**src/rtl/data_mover_bram_ex.sv**
```systemverilog
// BRAM0-to-BRAM1 copy engine: reads N words from a source base, passes each word
// through a fixed-latency transform pipeline, and writes it at a destination base.
module data_mover_bram_ex #(
   parameter int DWIDTH     = 32,
   parameter int AWIDTH     = 12,
   parameter int RD_LATENCY = 1,
   parameter int CORE_DELAY = 5
) (
   input  logic              clk,
   input  logic              reset_n,
   input  logic              i_run,
   input  logic [AWIDTH:0]   i_num_cnt,
   input  logic [AWIDTH-1:0] i_src_base,
   input  logic [AWIDTH-1:0] i_dst_base,
   input  logic [1:0]        i_mode,
   input  logic [DWIDTH-1:0] i_const,
   output logic              o_idle,
   output logic              o_read,
   output logic              o_write,
   output logic              o_done,
   output logic              o_err,
   output logic [AWIDTH:0]   o_wr_cnt,
   output logic [AWIDTH-1:0] addr_b0,
   output logic              ce_b0,
   output logic              we_b0,
   output logic [DWIDTH-1:0] d_b0,
   input  logic [DWIDTH-1:0] q_b0,
   output logic [AWIDTH-1:0] addr_b1,
   output logic              ce_b1,
   output logic              we_b1,
   output logic [DWIDTH-1:0] d_b1,
   input  logic [DWIDTH-1:0] q_b1
);

   localparam int L = RD_LATENCY + CORE_DELAY;
   localparam logic [AWIDTH:0] CNT_ONE = {{AWIDTH{1'b0}}, 1'b1};

   typedef enum logic [1:0] {
      S_IDLE  = 2'd0,
      S_READ  = 2'd1,
      S_DRAIN = 2'd2,
      S_DONE  = 2'd3
   } state_t;

   typedef enum logic [1:0] {
      M_PASS = 2'd0,
      M_ADD  = 2'd1,
      M_XOR  = 2'd2,
      M_INV  = 2'd3
   } mode_t;

   state_t state, state_nxt;

   logic [AWIDTH:0]   num_r;
   logic [AWIDTH-1:0] src_r;
   logic [AWIDTH-1:0] dst_r;
   mode_t             mode_r;
   logic [DWIDTH-1:0] const_r;

   logic [AWIDTH:0]   rd_cnt;
   logic [AWIDTH:0]   wr_cnt;

   logic [L:1]                          vld;
   logic [L:RD_LATENCY+1][DWIDTH-1:0]   pd;
   logic [DWIDTH-1:0]                   xform;

   logic accept;
   logic rd_issue;
   logic wr_fire;

   logic unused_q_b1;
   assign unused_q_b1 = ^q_b1;

   assign accept   = (state == S_IDLE) && i_run;
   assign rd_issue = (state == S_READ);
   assign wr_fire  = vld[L];

   // NOTE: next-state logic is purely combinational; the default assignment
   // at the top keeps every path assigned so no latch is inferred.
   always_comb begin
      state_nxt = state;
      case (state)
         S_IDLE:  if (i_run) state_nxt = (i_num_cnt == '0) ? S_DONE : S_READ;
         S_READ:  if (rd_cnt == num_r - CNT_ONE) state_nxt = S_DRAIN;
         S_DRAIN: if (wr_fire && (wr_cnt == num_r - CNT_ONE)) state_nxt = S_DONE;
         S_DONE:  state_nxt = S_IDLE;
         default: state_nxt = S_IDLE;
      endcase
   end

   // NOTE: all sequential state uses non-blocking assignments so every register
   // samples pre-edge values regardless of statement order.
   always_ff @(posedge clk or negedge reset_n) begin
      if (!reset_n) begin
         state   <= S_IDLE;
         num_r   <= '0;
         src_r   <= '0;
         dst_r   <= '0;
         mode_r  <= M_PASS;
         const_r <= '0;
         rd_cnt  <= '0;
         wr_cnt  <= '0;
      end else begin
         state <= state_nxt;
         if (accept) begin
            num_r   <= i_num_cnt;
            src_r   <= i_src_base;
            dst_r   <= i_dst_base;
            mode_r  <= mode_t'(i_mode);
            const_r <= i_const;
            rd_cnt  <= '0;
            wr_cnt  <= '0;
         end else begin
            if (rd_issue) rd_cnt <= rd_cnt + CNT_ONE;
            if (wr_fire)  wr_cnt <= wr_cnt + CNT_ONE;
         end
      end
   end

   always_comb begin
      xform = q_b0;
      case (mode_r)
         M_PASS: xform = q_b0;
         M_ADD:  xform = q_b0 + const_r;
         M_XOR:  xform = q_b0 ^ const_r;
         M_INV:  xform = ~q_b0;
         default: xform = q_b0;
      endcase
   end

   // NOTE: the pipeline is a small register chain, not a RAM, so it is cleared
   // on reset; only true memory arrays are left unreset.
   always_ff @(posedge clk or negedge reset_n) begin
      if (!reset_n) begin
         vld <= '0;
         pd  <= '0;
      end else begin
         vld                <= {vld[L-1:1], rd_issue};
         pd[RD_LATENCY+1]   <= vld[RD_LATENCY] ? xform : '0;
         for (int i = RD_LATENCY + 2; i <= L; i++) begin
            pd[i] <= pd[i-1];
         end
      end
   end

   assign o_idle   = (state == S_IDLE);
   assign o_read   = (state == S_READ);
   assign o_done   = (state == S_DONE);
   assign o_err    = i_run && (state != S_IDLE);
   assign o_write  = wr_fire;
   assign o_wr_cnt = wr_cnt;

   assign ce_b0   = rd_issue;
   assign we_b0   = 1'b0;
   assign d_b0    = '0;
   assign addr_b0 = rd_issue ? (src_r + rd_cnt[AWIDTH-1:0]) : '0;

   assign ce_b1   = wr_fire;
   assign we_b1   = wr_fire;
   assign addr_b1 = wr_fire ? (dst_r + wr_cnt[AWIDTH-1:0]) : '0;
   assign d_b1    = wr_fire ? pd[L] : '0;

endmodule

```
**config.mk**
```make
export PLATFORM = sky130hd
export DESIGN_NAME = data_mover_bram_ex
export DESIGN_NICKNAME = d
export VERILOG_FILES = /design/src/rtl/data_mover_bram_ex.sv
export SDC_FILE = /design/constraint.sdc
export NUM_CORES = 1
export LEC_CHECK = 0
export BUFFER_PORTS_ARGS = -buffer_cell sky130_fd_sc_hd__buf_4
export CAP_MARGIN = 15
export CORE_ASPECT_RATIO = 2
export CORE_MARGIN = 2
export CORE_UTILIZATION = 30
export CTS_CLUSTER_SIZE = 12
export DETAILED_ROUTE_END_ITERATION = 7
export GPL_ROUTABILITY_DRIVEN = 0
export SETUP_SLACK_MARGIN = 0.4
export SLEW_MARGIN = 5
export SYNTH_ARGS = -nofsm -noshare
export SYNTH_HDL_FRONTEND = slang
export SYNTH_SLANG_ARGS = --single-unit
```
**constraint.sdc**
```tcl
create_clock -name clk -period 3.7 [get_ports clk]
set_input_delay 1.11 -clock clk [delete_from_list [all_inputs] [get_ports clk]]
set_output_delay 1.11 -clock clk [all_outputs]
set_load 0.02 [all_outputs]
```
Word-level counts from Yosys, hierarchy flattened
Index checks and enable logic that the tools add are counted.
{"block": "word_totals", "ff_bits": 265, "output_inout_bits": 110}
{"block": "op_classes", "addsub": 6, "n_eq_ne": 11, "n_mux": 14, "n_bitwise": 2, "n_reduce_logical": 10}
{"cell": "case mux 32 bit (4 select lines)", "count": 1}
{"cell": "two-way mux 32 bit", "count": 2}
{"cell": "two-way mux 13 bit", "count": 4}
{"cell": "adder 32 bit", "count": 1}
{"cell": "inverter 32 bit", "count": 1}
{"cell": "XOR 32 bit", "count": 1}
{"cell": "adder 13 x 1 -> 13 bit (second input constant)", "count": 2}
{"cell": "== test 13 bit", "count": 2}
{"cell": "adder 12 bit", "count": 2}
{"cell": "two-way mux 12 bit", "count": 2}
{"cell": "logical NOT 13 bit", "count": 1}
{"cell": "subtractor 13 x 1 -> 13 bit (second input constant)", "count": 1}
{"cell": "== test 2 bit (second input constant)", "count": 4}
{"cell": "two-way mux 2 bit", "count": 4}
{"cell": "case mux 2 bit (4 select lines)", "count": 1}
{"cell": "nonzero test 2 bit", "count": 3}
{"cell": "== test 2 x 1 -> 1 bit (second input constant)", "count": 2}
{"cell": "logical NOT 2 bit", "count": 2}
{"cell": "inequality test 2 bit (second input constant)", "count": 2}
{"cell": "logical AND 1 bit", "count": 3}
{"cell": "AND reduction 3 bit", "count": 1}
{"cell": "inequality test 2 x 1 -> 1 bit (second input constant)", "count": 1}

Depth between registers and ports, before layout
Gate-level depths: netlist of the first run.
{"block": "logic_depth", "depth_word": 5, "ltp_mapped": 12}

Least setup slack after synthesis of the first run
No wires, ideal clock.
{"block": "synth_timing", "path_kind": "input -> register", "startpoint": "in q_b0[18]", "endpoint": "reg pd[31] in the netlist's numbering", "setup_ns": 0.073, "arrival_time_ns": 3.804, "path_slack_ns": -0.177, "path_stages": 11, "n_path_buf": 1, "cell_sequence": "ha_1 buf_4 and4_1 nand3_1 or4_4 a2111oi_4 o31ai_4 o221ai_2 mux2_4 or3_2 a21oi_2"}
{"block": "synth_between", "elab_chain_len": 3}
{"item": "start, declared", "line_no": "27", "text": "input logic [DWIDTH-1:0] q_b0,"}
{"item": "adder 32 bit", "line_no": "124", "text": "M_ADD: xform = q_b0 + const_r;"}
{"item": "case mux 32 bit (4 select lines)", "line_no": "122", "text": "case (mode_r)"}
{"item": "two-way mux 32 bit", "line_no": "139", "text": "pd[RD_LATENCY+1] <= vld[RD_LATENCY] ? xform : '0;"}
{"item": "end signal, assigned by index", "line_no": "139"}
{"item": "end signal, assigned by index", "line_no": "141", "text": "pd[i] <= pd[i-1];"}
{"item": "end, declared", "line_no": "64", "text": "logic [L:RD_LATENCY+1][DWIDTH-1:0] pd;"}
No other way between the ends.
A chain may end at the register's enable or synchronous reset.

Worst setup path after layout of the first run
{"block": "layout_timing", "startpoint": "reg src_r[0]", "endpoint": "out addr_b0[10]"}
{"block": "layout_between", "elab_chain_len": 2}
{"item": "start, declared", "line_no": "55", "text": "logic [AWIDTH-1:0] src_r;"}
{"item": "start signal, assigned", "line_no": "107", "text": "src_r <= i_src_base;"}
{"item": "adder 12 bit", "line_no": "156", "text": "assign addr_b0 = rd_issue ? (src_r + rd_cnt[AWIDTH-1:0]) : '0;"}
{"item": "two-way mux 12 bit", "line_no": "156"}
{"item": "end, declared", "line_no": "23", "text": "output logic [AWIDTH-1:0] addr_b0,"}
No other way between the ends.

==> results of run 1 <==
-- layout make-up --
class | instances | share of cell area (%)
Sequential cell | 265 | 40.3
Antenna cell | 4 | 0.0607
Clock inverter | 4 | 0.243
Tap cell | 545 | 4.14
Multi-Input combinational cell | 935 | 36.3
Inverter | 25 | 0.569
Timing Repair Buffer | 283 | 14.0
Clock buffer | 34 | 4.44
-- critical path: stages (launching register included) --
cell      delay [ps]
dfrtp_1          390
ha_2             200
fa_2             340
a21o_1           200
a21oi_2          170
o21bai_1         120
a21oi_2          160
o21bai_1          90
a21oi_2          150
o21ai_1           90
xor2_1           140
and2_4           160
buf_6            120
-- how the worst max path moves through the flow --
stage	start	to	slack [ps]	depth (start not counted)
global route	rd_cnt[0]	addr_b0[10]	-450	12
global placement	q_b0[17]	pd[31]	-160	11
floorplan	q_b0[18]	pd[31]	100	11
finish	src_r[0]	addr_b0[10]	-300	12
detailed placement	q_b0[17]	pd[31]	-190	11
CTS	rd_cnt[0]	addr_b0[10]	-350	12
-- cells in the mapped netlist (6+ instances only) --
| library cell | instances |
|---|---|
| nand3_1 | 17 |
| dfrtp_1 | 265 |
| buf_4 | 37 |
| a31oi_1 | 7 |
| nor2_1 | 68 |
| clkbuf_1 | 41 |
| a211oi_1 | 17 |
| and2_1 | 56 |
| xnor2_1 | 44 |
| a21oi_1 | 73 |
| mux2_2 | 12 |
| nor4_1 | 6 |
| and3_1 | 7 |
| o211ai_1 | 7 |
| nor2b_1 | 16 |
| or3_1 | 13 |
| nor3_1 | 9 |
| nand4_1 | 12 |
| o21bai_1 | 10 |
| a21o_1 | 15 |
| xor2_1 | 51 |
| ha_1 | 60 |
| inv_1 | 25 |
| nand2_1 | 264 |
| o21ai_0 | 71 |
-- logic make-up (layout without fill, tap and decap cells) --
| logic type | Yosys count | after routing | share of synthesized area [%] |
|---|---|---|---|
| compound gates | 242 | 242 | 12.0 |
| xor+xnor | 95 | 95 | 6.48 |
| fa+ha+maj | 63 | 63 | 6.31 |
| buf+inv | 113 | 346 | 4.89 |
| flops | 265 | 265 | 51.6 |
| mux | 17 | 17 | 1.48 |
| other cells | 1 | 37 | 0.0292 |
| simple gates | 485 | 485 | 17.2 |
-- what timing repair did --
action,CTS,global route
setup buffers,25,5
endpoints found under the setup margin,19,21
resized for setup,40,27
pin swaps,29,18
-- stage by stage --
step	cells	hold slack (ps)
3_5_place_dp	2023	335
3_3_place_gp	2023	331
6_report	2095	337
4_1_cts	2086	338
2_1_floorplan	1313	331
5_1_grt	2095	340
-- registers in the layout (all words and copies together), names as in the netlist, 6 cells and up --
signal,cells
num_r,13
dst_r,12
vld,6
rd_cnt,13
pd,160
o_wr_cnt,13
src_r,12
const_r,32
-- per-layer routing --
metal / GRT usage [%] / wire length, um / vias to the layer above
met5: 0 / 13 / -
met4: 7.52 / 1420 / 2
met3: 1.99 / 1330 / 61
met2: 26.2 / 17200 / 226
met1: 16.7 / 12700 / 4700
li1: - / - / 4774
-- power by group --
| group | internal [mW] | switching (mW) | leakage, nW | total, mW |
|---|---|---|---|---|
| Sequential | 3.94 | 0.548 | 3.44 | 4.48 |
| Clock | 1.38 | 1.10 | 0.373 | 2.48 |
| Combinational | 2.69 | 3.34 | 4.33 | 6.03 |
==> qor.yml, run 1 <==
layout:
  drive_gt1_share_pct: 26.2
  final_cell_mix: "263 x nand2_1, 260 x dfrtp_1, 244 x buf_4, 66 x o21ai_0, 66 x nor2_1"
  seq_area_um2: 6640
  multiInputGateArea_um2: 5990
  nFillCells: 4180
  area_delta_synth_final_pct: 28.4
  design_area_um2: 16500
  final_util_pct: 38.9
  nNetsFinal: 1738
  layout_commonest_cell: "nand2_1"
placement:
  portBuffers: 182
  dp.final_hpwl_mm: 23.7
  dpl_cell_area_um2: 15200
  dpl_worst_slack_ps: -192
global_routing:
  grt_overflow: 0
  antenna_found_initial: 5
  grt_pass1_wl_mm: 51.5
  grt_pass1_vias: 9909
  grt_max_degree: 80
  grt.total_usage_pct: 14.6
clock_network:
  clk_pin_slew_worst_paths_ps: 60
  ctsHoldBuffers: 0
  cts_root_buf: "clkbuf_16"
  htree_levels: 1
  clkSinkCount: 265
  tritoncts: "done"
  clock_latency_ps: 560
  clockBufferDepth: 3
  cts_buffers: 27
hold_path:
  hold_end: "pd[37]"
  hold_path.class: "reg -> reg"
  worstHoldStart: "pd[5]"
  hold_depth: 0
run_status:
  failed_checks: "setup timing"
  status: "finished with violations"
die:
  fp.coreArea_um2: 42400
  initial_core_util_pct: 30.3
  dieHeight_um: 297
  rows: 107
  die-area_um2: 44600
  die_w_um: 150
  io_pins: 248
setup_path:
  crit_arrival_ps: 2890
  r2r_slack_ps: 700
  critPathRequiredTime_ps: 2590
  worstPathMaxFanout: 2
  critPathKind: "reg -> out"
  r2r_end: "pd[31]"
  endpoint_kind: "output port"
  worst_r2r_path_depth: 10
  startpoint_type: "register"
  r2r-start: "const_r[17]"
sta:
  max-slew-margin-rel_pct: 53.7
  maxSlewViolCount: 0
  max_freq_mhz: 250
  setup_tns_ps: -2650
  setup_ws_ps: -296
  worstMarginPinSlew_ps: 693
  finalHoldViolCount: 0
  fin_worst_skew_ps: 12.4
  finalCriticalPeriod_ps: 4000
  setup-violations-final: 13
  fin_crit_sh_pct: 108
  rsz0062_at_grt: "true"
yosys:
  synthDistinctLibCells: 65
  avgSynthCellArea_um2: 10.0
  synth_area_um2: 12800
  yosys-top-cells-area: "dfrtp_1 52%, nand2_1 7.7%, ha_1 5.8%"
  synth_top_area_share_pct: 51.6
  synth_top_area_cell: "dfrtp_1"
  synth_async_sr_flop_share_pct: 100
  ys_seq_elements: 265
  syn_inst: 1281
  ys_seq_area_share_pct: 51.6
  ys_warn_count: 0
  synth_ff_type: "dfrtp_1"
  synth_edf_count: 0
route:
  drc_errors: 0
  drtIter0Drc: 408
  drt-total-wl_mm: 32.6
  dr.pass1.iters: 5
  num_vias: 9763
  wl_per_cell_um: 15.6
  ant_nets: 0
  viasPerCell: 4.66
flow_run:
  maxCapViolations: 0
power_and_ir_drop:
  p_leak_nw: 8.14
  peakVddDrop_v: 0.000616
  powerDensity_nw_per_um2: 788
  power_mw: 13.0
Power figures use the tool's default switching activity.
==> inputs of run 2 (changes only) <==
Settings changed: CORE_UTILIZATION 30 to 50, PLACE_DENSITY set to 0.73.
==> run 2 against run 1 <==
Net effect: the run still ends with setup timing left; worst hold slack gained 3.2 ps; total power shrank 1.4%; via count grew 1.0%; worst setup slack lost 42 ps; clock-buffer cell count is the same; final area shrank 2.6%; critical path type unchanged; critical endpoint is now addr_b1[8]; largest power group unchanged; highest routed layer is now met4.
==> qor.yml, run 2 (same netlist as run 1, synthesis figures left out) <==
run_status:
  status: "finished with violations"
  failed_checks: "setup timing"
layout:
  layout_commonest_cell: "nand2_1"
  fin_cells: 1871  # -11%
  design_area_um2: 16100  # -2.6%
  top_register: "pd"
  reg.largest.list: "pd (160), const_r (32)"
  area_delta_synth_final_pct: 25.0
  nFillCells: 1971  # -53%
  final_cell_mix: "263 x nand2_1, 259 x dfrtp_1, 237 x buf_4, 65 x nor2_1, 64 x o21ai_0"
  nNetsFinal: 1722  # -0.92%
  drive_gt1_share_pct: 25.5  # -0.69 points
  multiInputGateArea_um2: 6010  # +0.33%
  seq_area_um2: 6640  # about the same
  largest_reg_flops: 160  # unchanged
  final_util_pct: 63.1  # +24 points
sta:
  worstMarginPinSlew_ps: 853  # +160 ps
  finalCriticalPeriod_ps: 4040  # +42.3 ps
  max_freq_mhz: 248  # -1.0%
  fin_crit_sh_pct: 109  # +1.1 points
  setup_ws_ps: -339  # -42.3 ps
  fin_worst_skew_ps: 11.4  # -1.03 ps
  max-slew-margin-rel_pct: 43.1  # -11 points
  rsz0062_at_grt: "true"
  setup-violations-final: 12  # -1
  finalHoldViolCount: 0  # unchanged
  setup_tns_ps: -2290  # +353 ps
  maxSlewViolCount: 0  # unchanged
  hold-worst-slack_ps: 340  # +3.25 ps
setup_path:
  slowest_stage: "dfrtp_2"
  critPathKind: "reg -> out"
  endpoint_kind: "output port"
  max_stage_delay_ps: 430  # +40 ps
  startpoint_type: "register"
  worstPathMaxFanout: 2  # unchanged
  critPathRequiredTime_ps: 2590  # about the same
  crit_arrival_ps: 2930  # +40 ps
  worst-path-buf-inv: 2  # +1
  cp_top_family: "compound AO/OA/AOI/OAI gates"
  path_cells: "ha_4, fa_2, a21o_1, a21oi_2, o21bai_2, a21oi_2, o21bai_1, a21oi_2, buf_4, xnor2_2, and2_4, buf_6"
  crit_top_cell: "a21oi_2"
hold_path:
  hold_path.class: "reg -> reg"
route:
  wl_met2_mm: 14.6  # -15%
  wl_met1_mm: 12.3  # -2.7%
  wl_per_cell_um: 15.9  # +1.9%
  drt-total-wl_mm: 29.7  # -9.0%
  dr.pass1.iters: 5  # unchanged
  maxUsedRoutingLayer: "met4"
  wl_met3_mm: 1.73  # +30%
  viasPerCell: 5.27  # +13%
  drtIter0Drc: 446  # +9.3%
  ant_nets: 0  # unchanged
  drc_errors: 0  # unchanged
  num_vias: 9863  # +1.0%
placement:
  portBuffers: 182  # unchanged
  dpl_cell_area_um2: 14800  # -2.5%
  dp_cells: 1803  # -11%
  dp.final_hpwl_mm: 20.5  # -14%
  dpl_worst_slack_ps: -172  # +20.2 ps
clock_network:
  cts_root_buf: "clkbuf_16"
  clkSinkCount: 265  # unchanged
  htree_levels: 1  # unchanged
  clk_pin_slew_worst_paths_ps: 60  # about the same
  clockBufferDepth: 3  # unchanged
  clock_latency_ps: 540  # -20 ps
  cts_buffers: 26  # -3.7%
  ctsHoldBuffers: 0  # unchanged
  tritoncts: "done"
global_routing:
  grt_overflow: 0  # unchanged
  grt_pass1_vias: 9826  # -0.84%
  antenna_found_initial: 2  # -3
  grt_max_degree: 109  # +36%
  grt_pass1_wl_mm: 48.0  # -6.7%
  grt.total_usage_pct: 21.5  # +6.9 points
die:
  fp.coreArea_um2: 25400  # -40%
  initial_core_util_pct: 50.5  # +20 points
  io_pins: 248  # unchanged
  dieHeight_um: 231  # -22%
  die-area_um2: 27100  # -39%
  rows: 83  # -22%
  die_w_um: 117  # -22%
power_and_ir_drop:
  powerDensity_nw_per_um2: 798  # +1.2%
  peakVddDrop_v: 0.000494  # -20%
  swShare_pct: 38.5  # +0.051 points
  p_switching_mw: 4.93  # -1.3%
  p_leak_nw: 8.04  # -1.2%
  seqPwrFrac_pct: 35.4  # +0.9 points
  power_mw: 12.8  # -1.4%
  cellInternalPower_mw: 7.89  # -1.5%
  power.share.combinational_pct: 46.3  # about the same
  clockPowerShare_pct: 18.3  # -0.8 points
flow_run:
  maxCapViolations: 0  # unchanged
## run 2: cell types whose count changed in the layout (fill, tap and decap cells not counted), sizes merged
cell and change:
buf -15, diode -2, clkinvlp -2, inv -1
clkinv +1
## run 2: layer usage
layer | global-route usage (%) | up-vias
met3 | 3.14 | 57
met5 | 0 | -
li1 | - | 4731
met1 | 27.5 | 4734
met2 | 36.8 | 341
met4 | 8.85 | 0
## run 2: what timing repair did
action / 4_1_cts / 5_1_grt
gates cloned: 0 / 0
setup buffers: 23 / 7
endpoints found under the setup margin: 19 / 26
pin swaps: 26 / 19
gates resized for setup: 31 / 34
## run 2: path summary, 6_finish.rpt
check                                 start    endpoint  slack (ps)  depth (start not counted)
worst max-delay path            o_wr_cnt[0]  addr_b1[8]        -340                         12
worst min-delay path                 pd[97]     pd[129]         340                          0
worst max register to register     num_r[0]    state[0]         680                         11
worst min register to register       pd[97]     pd[129]         340                          0
max in group asynchronous           reset_n   rd_cnt[7]        2140                          2
min in group asynchronous           reset_n     pd[116]         570                          1
## run 2: power groups by stage
| stage | Clock [mW] | Combinational, mW | Sequential (mW) |
|---|---|---|---|
| 2_1_floorplan | 0 | 4.06 | 4.37 |
| 3_3_place_gp | 0 | 5.36 | 4.51 |
| 3_5_place_dp | 0 | 5.54 | 4.58 |
| 4_1_cts | 2.41 | 5.78 | 4.53 |
| 5_1_grt | 2.53 | 6.55 | 4.65 |
| 6_report | 2.35 | 5.93 | 4.53 |
## run 2: layout make-up
class	instances	area share, %
sequential	265	41.3
multi-input combinational	935	37.4
timing repair buffer	268	13.4
clock buffer	34	4.43
tap	340	2.65
inverter	25	0.584
clock inverter	2	0.132
antenna	2	0.0312
